### src/rtl/pc_pkg.sv
// Shared definitions for the next-PC unit: redirect class encodings and
// default vectors. Classes are ordered so a numerically larger class has
// higher priority, which lets the selector compare them directly.
package pc_pkg;

  typedef logic [2:0] pc_cls_t;

  localparam pc_cls_t CLS_SEQ = 3'd0;
  localparam pc_cls_t CLS_BR  = 3'd1;
  localparam pc_cls_t CLS_JMP = 3'd2;
  localparam pc_cls_t CLS_JR  = 3'd3;
  localparam pc_cls_t CLS_EXC = 3'd4;

  localparam logic [31:0] DEF_RESET_VECTOR = 32'h0000_0000;
  localparam logic [31:0] DEF_EXC_VECTOR   = 32'h0000_0080;

endpackage

### src/rtl/next_pc_unit_if.sv
// Fetch-front bus between the redirect sources (master) and the next-PC
// unit (slave): stall and redirect requests in, PC and status out.
interface next_pc_unit_if #(
  parameter int WIDTH = 32
);
  logic             stall;
  logic             br_taken;
  logic [WIDTH-1:0] br_target;
  logic             jump;
  logic [WIDTH-1:0] jump_addr;
  logic             jr;
  logic [WIDTH-1:0] jr_addr;
  logic             exc;
  logic [WIDTH-1:0] pc;
  logic [WIDTH-1:0] pc_plus_incr;
  logic             redirect;
  logic             pend_valid;
  logic             misalign;

  modport master (
    output stall, br_taken, br_target, jump, jump_addr, jr, jr_addr, exc,
    input  pc, pc_plus_incr, redirect, pend_valid, misalign
  );

  modport slave (
    input  stall, br_taken, br_target, jump, jump_addr, jr, jr_addr, exc,
    output pc, pc_plus_incr, redirect, pend_valid, misalign
  );
endinterface

### src/rtl/next_pc_prio_sel.sv
// Combinational priority selector: ranks this cycle's requests into a
// current class/target, then arbitrates it against the pending redirect.
// The current request wins ties so a fresh target supersedes a stale one.
module next_pc_prio_sel
  import pc_pkg::*;
#(
  parameter int               WIDTH      = 32,
  parameter logic [WIDTH-1:0] EXC_VECTOR = WIDTH'(DEF_EXC_VECTOR)
) (
  input  logic             br_taken,
  input  logic [WIDTH-1:0] br_target,
  input  logic             jump,
  input  logic [WIDTH-1:0] jump_addr,
  input  logic             jr,
  input  logic [WIDTH-1:0] jr_addr,
  input  logic             exc,
  input  pc_cls_t          pend_cls,
  input  logic [WIDTH-1:0] pend_tgt,
  input  logic [WIDTH-1:0] seq_tgt,
  output pc_cls_t          cur_cls,
  output logic [WIDTH-1:0] cur_tgt,
  output pc_cls_t          sel_cls,
  output logic [WIDTH-1:0] sel_tgt
);

  // Rank current requests, then pick the higher of current and pending.
  always_comb begin
    // NOTE: defaults first so every path assigns every output; no latches.
    cur_cls = CLS_SEQ;
    cur_tgt = seq_tgt;
    if (exc) begin
      cur_cls = CLS_EXC;
      cur_tgt = EXC_VECTOR;
    end else if (jr) begin
      cur_cls = CLS_JR;
      cur_tgt = jr_addr;
    end else if (jump) begin
      cur_cls = CLS_JMP;
      cur_tgt = jump_addr;
    end else if (br_taken) begin
      cur_cls = CLS_BR;
      cur_tgt = br_target;
    end

    if (cur_cls >= pend_cls) begin
      sel_cls = cur_cls;
      sel_tgt = cur_tgt;
    end else begin
      sel_cls = pend_cls;
      sel_tgt = pend_tgt;
    end
  end

endmodule

### src/rtl/next_pc_unit.sv
// Registered program-counter unit. Holds pc, a single pending-redirect
// slot that captures requests arriving during a stall, and the redirect
// and misalign pulse registers.
// Optional feature macro: PC_ALIGN_CHECK_EN -- when defined, misaligned
// non-sequential, non-exception targets are replaced by EXC_VECTOR and
// flagged on misalign; when undefined, targets load verbatim and
// misalign is tied low.
module next_pc_unit
  import pc_pkg::*;
#(
  parameter int               WIDTH        = 32,
  parameter logic [WIDTH-1:0] RESET_VECTOR = WIDTH'(DEF_RESET_VECTOR),
  parameter logic [WIDTH-1:0] EXC_VECTOR   = WIDTH'(DEF_EXC_VECTOR),
  parameter int               INCR         = 4
) (
  input  logic          clk,
  input  logic          reset,
  next_pc_unit_if.slave bus
);

  logic [WIDTH-1:0] pc_q;
  logic [WIDTH-1:0] pend_tgt_q;
  pc_cls_t          pend_cls_q;
  logic             pend_valid_q;
  logic             redirect_q;

  pc_cls_t          cur_cls;
  logic [WIDTH-1:0] cur_tgt;
  pc_cls_t          sel_cls;
  logic [WIDTH-1:0] sel_tgt;
  logic [WIDTH-1:0] seq_tgt;
  logic [WIDTH-1:0] load_tgt;
  logic             bad_align;

  // Wraps modulo 2^WIDTH by construction.
  assign seq_tgt = pc_q + WIDTH'(INCR);

  next_pc_prio_sel #(
    .WIDTH      (WIDTH),
    .EXC_VECTOR (EXC_VECTOR)
  ) u_prio_sel (
    .br_taken  (bus.br_taken),
    .br_target (bus.br_target),
    .jump      (bus.jump),
    .jump_addr (bus.jump_addr),
    .jr        (bus.jr),
    .jr_addr   (bus.jr_addr),
    .exc       (bus.exc),
    .pend_cls  (pend_cls_q),
    .pend_tgt  (pend_tgt_q),
    .seq_tgt   (seq_tgt),
    .cur_cls   (cur_cls),
    .cur_tgt   (cur_tgt),
    .sel_cls   (sel_cls),
    .sel_tgt   (sel_tgt)
  );

`ifdef PC_ALIGN_CHECK_EN
  logic misalign_q;

  // Misaligned redirect targets (pending ones included) become exceptions.
  assign bad_align = (sel_cls != CLS_SEQ) && (sel_cls != CLS_EXC) &&
                     (sel_tgt[1:0] != 2'b00);
  assign load_tgt  = bad_align ? EXC_VECTOR : sel_tgt;

  // One-cycle misalign pulse on the edge that loads the replacement vector.
  always_ff @(posedge clk) begin
    if (reset)          misalign_q <= 1'b0;
    else if (bus.stall) misalign_q <= 1'b0;
    else                misalign_q <= bad_align;
  end

  assign bus.misalign = misalign_q;
`else
  assign bad_align    = 1'b0;
  assign load_tgt     = sel_tgt;
  assign bus.misalign = 1'b0;
`endif

  // PC, pending-class and redirect-pulse registers.
  always_ff @(posedge clk) begin
    // NOTE: state registers use non-blocking assignments so every flop
    // samples pre-edge values regardless of statement order.
    if (reset) begin
      pc_q         <= RESET_VECTOR;
      pend_cls_q   <= CLS_SEQ;
      pend_valid_q <= 1'b0;
      redirect_q   <= 1'b0;
    end else if (!bus.stall) begin
      pc_q         <= load_tgt;
      pend_cls_q   <= CLS_SEQ;
      pend_valid_q <= 1'b0;
      redirect_q   <= (sel_cls != CLS_SEQ);
    end else begin
      redirect_q   <= 1'b0;
      if (cur_cls != CLS_SEQ && cur_cls >= pend_cls_q) begin
        pend_cls_q   <= cur_cls;
        pend_valid_q <= 1'b1;
      end
    end
  end

  // Pending target captured alongside its class while stalled.
  always_ff @(posedge clk) begin
    // NOTE: the target datapath needs no reset; it is only consumed when
    // pend_cls_q is non-SEQ, and that class register is reset.
    if (bus.stall && cur_cls != CLS_SEQ && cur_cls >= pend_cls_q)
      pend_tgt_q <= cur_tgt;
  end

  assign bus.pc           = pc_q;
  assign bus.pc_plus_incr = seq_tgt;
  assign bus.redirect     = redirect_q;
  assign bus.pend_valid   = pend_valid_q;

endmodule

### src/flat_wrapper.sv
// flat-port wrapper written by rule: the top's interface ports become plain ports
module next_pc_unit_flat import pc_pkg::*;
#(
  parameter int               WIDTH        = 32,
  parameter logic [WIDTH-1:0] RESET_VECTOR = WIDTH'(DEF_RESET_VECTOR),
  parameter logic [WIDTH-1:0] EXC_VECTOR   = WIDTH'(DEF_EXC_VECTOR),
  parameter int               INCR         = 4
)
  (clk, reset, bus_stall, bus_br_taken, bus_br_target, bus_jump, bus_jump_addr, bus_jr, bus_jr_addr, bus_exc, bus_pc, bus_pc_plus_incr, bus_redirect, bus_pend_valid, bus_misalign);
  next_pc_unit_if #(.WIDTH(WIDTH)) bus_i ();
  input  logic clk;
  input  logic reset;
  input wire logic [$bits(bus_i.stall)-1:0] bus_stall;
  input wire logic [$bits(bus_i.br_taken)-1:0] bus_br_taken;
  input wire logic [$bits(bus_i.br_target)-1:0] bus_br_target;
  input wire logic [$bits(bus_i.jump)-1:0] bus_jump;
  input wire logic [$bits(bus_i.jump_addr)-1:0] bus_jump_addr;
  input wire logic [$bits(bus_i.jr)-1:0] bus_jr;
  input wire logic [$bits(bus_i.jr_addr)-1:0] bus_jr_addr;
  input wire logic [$bits(bus_i.exc)-1:0] bus_exc;
  output wire logic [$bits(bus_i.pc)-1:0] bus_pc;
  output wire logic [$bits(bus_i.pc_plus_incr)-1:0] bus_pc_plus_incr;
  output wire logic [$bits(bus_i.redirect)-1:0] bus_redirect;
  output wire logic [$bits(bus_i.pend_valid)-1:0] bus_pend_valid;
  output wire logic [$bits(bus_i.misalign)-1:0] bus_misalign;
  assign bus_i.stall = bus_stall;
  assign bus_i.br_taken = bus_br_taken;
  assign bus_i.br_target = bus_br_target;
  assign bus_i.jump = bus_jump;
  assign bus_i.jump_addr = bus_jump_addr;
  assign bus_i.jr = bus_jr;
  assign bus_i.jr_addr = bus_jr_addr;
  assign bus_i.exc = bus_exc;
  assign bus_pc = bus_i.pc;
  assign bus_pc_plus_incr = bus_i.pc_plus_incr;
  assign bus_redirect = bus_i.redirect;
  assign bus_pend_valid = bus_i.pend_valid;
  assign bus_misalign = bus_i.misalign;
  next_pc_unit #(.WIDTH(WIDTH), .RESET_VECTOR(RESET_VECTOR), .EXC_VECTOR(EXC_VECTOR), .INCR(INCR)) u_core (.clk(clk), .reset(reset), .bus(bus_i));
endmodule
### config.mk
export PLATFORM = sky130hd
export DESIGN_NAME = next_pc_unit_flat
export DESIGN_NICKNAME = d
export VERILOG_FILES = /design/src/rtl/pc_pkg.sv /design/src/rtl/next_pc_unit_if.sv /design/src/rtl/next_pc_prio_sel.sv /design/src/rtl/next_pc_unit.sv /design/src/flat_wrapper.sv
export SDC_FILE = /design/constraint.sdc
export NUM_CORES = 1
export LEC_CHECK = 0
export BUFFER_PORTS_ARGS = -buffer_cell sky130_fd_sc_hd__buf_2
export CORE_MARGIN = 1.5
export CORE_UTILIZATION = 50
export CTS_BUF_LIST = sky130_fd_sc_hd__clkbuf_4 sky130_fd_sc_hd__clkbuf_8
export CTS_CLUSTER_DIAMETER = 50
export CTS_CLUSTER_SIZE = 10
export DETAILED_ROUTE_END_ITERATION = 10
export PLACE_DENSITY = 0.89
export SYNTH_ARGS = -nofsm -noshare
export SYNTH_HDL_FRONTEND = slang
export SYNTH_SLANG_ARGS = --single-unit
export TNS_END_PERCENT = 20
### constraint.sdc
create_clock -name clk -period 5.1 [get_ports clk]
set_input_delay 1.02 -clock clk [delete_from_list [all_inputs] [get_ports clk]]
set_output_delay 1.02 -clock clk [all_outputs]
set_load 0.02 [all_outputs]
==> run_results.csv <==
group,metric,value,unit
worst_setup_path,crit-reg2reg-launch,"u_core.bus.pc[5]$_SDFFE_PP0N_",
worst_setup_path,start_kind,"input port",
floorplanning,die-area,9190,um^2
floorplanning,initial_core_util,52.0,%
sta,min_period,3.78,ns
yosys,synth-seq-cells,69,
sta,setup_ws,1.32,ns
pwr,switching_share,31.5,%
global_route,grt_max_degree,38,
cts,htree_levels,3,
worst_setup_path,startpoint,"bus_br_taken",
pwr,switching_power,0.000507,W
yosys,yosys.area.top_type,"edfxtp_1",
worst_setup_path,worst-path-buf-inv,3,
cts,cts_resized,0,
pwr,pwr-share-clk,33.6,%
place,gp_congestion,0.938,
finish,area_growth,25.9,%
yosys,syn-num-nets,600,
yosys,synth_commonest_cells,"nor2_1, nand2_1, dfxtp_1, clkbuf_1, edfxtp_1",
worst_setup_path,slowest_delay,0.51,ns
worst_setup_path,end_kind,"flop",
worst_setup_path,critPathMaxFanout,24,
pwr,p_int,0.00110,W
floorplanning,io_pins,170,
place,placed_cell_area,5190,um^2
cts,cts_tree,"built",
hold_path,hp-class,"reg2reg",
sta,report.final.slew_viol_count,0,
yosys,synth_area_per_cell,8.75,um^2
drt,highest_layer,"met4",
run,cap_violations,0,
finish,diodes,0,
global_route,grt.total_usage,33.1,%
pwr,power.leakage,2.53,nW
global_route,grt_pass1_wl,22600,um
sta,worst_pin_slew,0.996,ns
cts,cts_hold_buf,0,
yosys,ys_warn_count,0,
yosys,synth_most_common_cell,"nor2_1",
yosys,synth_edf_count,32,
global_route,grt_pass1_vias,4590,
finish,layout-drive-gt1-share,31.4,%
worst_setup_path,crit_arrival,4.05,ns
pwr,p_total,0.00161,W
hold_path,hold_start,"u_core.pend_tgt_q[19]$_DFFE_PP_",
global_route,antenna_found_initial,0,
sta,setup_violations,0,
sta,holdWs,0.505,ns
sta,rsz0062_at_grt,"no",
drt,m1WireLength,5680,um
finish,final_area,5430,um^2
yosys,synthesis.instances,493,
yosys,synth-seq-area-share,39.5,%
cts,clock_path_buffers,2,
floorplanning,die_h,95.9,um
global_route,overflow,0,
drt,detail_route.first_pass.iterations,6,
run_status,status,"finished clean",
place,place_ws,1.00,ns
yosys,synth_area,4310,um^2
yosys,synth.area.top_cells,"edfxtp_1, dfxtp_1, nor2_1",
drt,dr_wl_met3,1860,um
worst_setup_path,required,5.37,ns
yosys,yosysTopAreaCellShare,22.3,%
sta,maxSlewHeadroom,33.0,%
pwr,power_density,296,nW/um^2
place,numPortBuffers,168,
yosys,synth_ff_type,"dfxtp_1",
drt,vias,4937,
drt,ant_nets,0,
drt,wl_per_cell,20.4,um
worst_setup_path,crit_family,"compound AO/OA/AOI/OAI gates",
sta,finalSetupTns,0,ns
yosys,synthDistinctLibCells,56,
sta,skew,0.0101,ns
worst_setup_path,path_cells,"buf_2 -> nand2b_1 -> a21oi_1 -> inv_1 -> ha_1 -> nor2b_1 -> o21a_1 -> buf_4 -> or4_1 -> o211ai_1 -> o21ai_0 -> o21ai_0",
pwr,ir_worst_vdd,155,uV
drt,routed_wl,15400,um
worst_setup_path,crit_top_cell,"o21ai_0",
drt,viasPerCell,6.57,
pwr,share_comb_of_total_power,23.7,%
cts,cts_root_buf,"clkbuf_8",
worst_setup_path,crit_slowest_cell,"or4_1",
floorplanning,core-area,8300,um^2
pwr,seq_power_share,42.7,%
drt,route.met2.wl,7220,um
cts,cts_setup_buffers,0,
sta,fmax,264,MHz
finish,layout.nets,749,
yosys,async_reset_ff_share,0,%
worst_setup_path,setup.worst_path.class,"in2reg",
cts,clk_pin_slew_worst_paths,0.07,ns
sta,hold_viol,0,
sta,fin_crit_sh,74.2,%
cts,clk_latency,0.35,ns
place,place_hpwl,10800,um
cts,numCtsBuffers,9,
floorplanning,rows,33,
floorplanning,die_w,95.9,um
drt,first_iter_violations,481,
drt,drc,0,
cts,numClockSinks,69,
==> stage by stage <==
step	cells	utilization (%)
finish	752	65.4
global route	752	65.4
CTS	752	65.4
detailed placement	736	62.5
global placement	736	62.5
floorplan	493	-
==> cell usage in the layout (no fill, tap or decap), types with 16 or more instances in the layout <==
master,n
o22ai_1,16
xnor2_1,16
o21ai_0,20
inv_1,24
nor2_1,46
dfxtp_1,37
buf_2,168
nand2_1,45
a21oi_1,24
edfxtp_1,32
==> power by group through the flow <==
stage / clock, W / sequential [W] / combinational [W]
finish: 0.000540 / 0.000687 / 0.000382
global route: 0.000567 / 0.000690 / 0.000407
CTS: 0.000543 / 0.000683 / 0.000374
detailed placement: 0 / 0.000695 / 0.000373
global placement: 0 / 0.000693 / 0.000362
floorplan: 0 / 0.000706 / 0.000211
==> worst paths after layout <==
path / depth (start not counted) / endpoint / slack, ns
min: 2 / u_core.bus.pc[19]$_SDFFE_PP0N_ / 0.51
min reg2reg: 2 / u_core.bus.pc[19]$_SDFFE_PP0N_ / 0.51
max: 12 / u_core.bus.pc[28]$_SDFFE_PP0N_ / 1.32
max reg2reg: 6 / u_core.bus.pc[27]$_SDFFE_PP0N_ / 2.40
==> metal layers <==
metal / GRT usage (%) / vias to the layer above
met5: 0 / -
met4: 15.9 / 0
met3: 9.08 / 64
met2: 54.1 / 422
met1: 40.3 / 2292
li1: - / 2159
==> logic make-up (layout without fill, tap and decap cells) <==
logic type               count (synthesis)  count (layout)  share of synthesized area (%)
flip-flops                              69              69                           39.5
AND/OR/NAND/NOR                        166             166                           19.8
other                                    1               1                         0.0869
AO/OA/AOI/OAI                          151             151                           25.0
adder cells (fa/ha/maj)                  4               4                           1.16
XOR/XNOR                                25              25                           5.08
buffers and inverters                   62             216                           5.89
multiplexers                            15              15                           3.48
==> worst register-to-register path: stages, from the launching register on <==
cell and delay, ns:
dfxtp_1 0.50, nand3_1 0.26, nor4_4 0.84, nand4_1 0.21
xnor2_1 0.21, a2111o_1 0.38, a221oi_1 0.22
==> sequential cells by signal, summed over array words and instances, names as in the netlist <==
name,flops
u_core.bus.pc,32
u_core.bus.pend_valid,1
u_core.bus.redirect,1
u_core.pend_cls_q,3
u_core.pend_tgt_q,32
==> layout make-up <==
| cell class | instances | area (um^2) |
|---|---|---|
| Fill cell | 694 | 2870 |
| Inverter | 24 | 90.1 |
| Multi-Input combinational cell | 362 | 2360 |
| Clock buffer | 10 | 131 |
| Sequential cell | 69 | 1700 |
| Timing Repair Buffer | 176 | 901 |
| Tap cell | 105 | 131 |
| Clock inverter | 6 | 111 |
(Power assumes the default switching activity.)
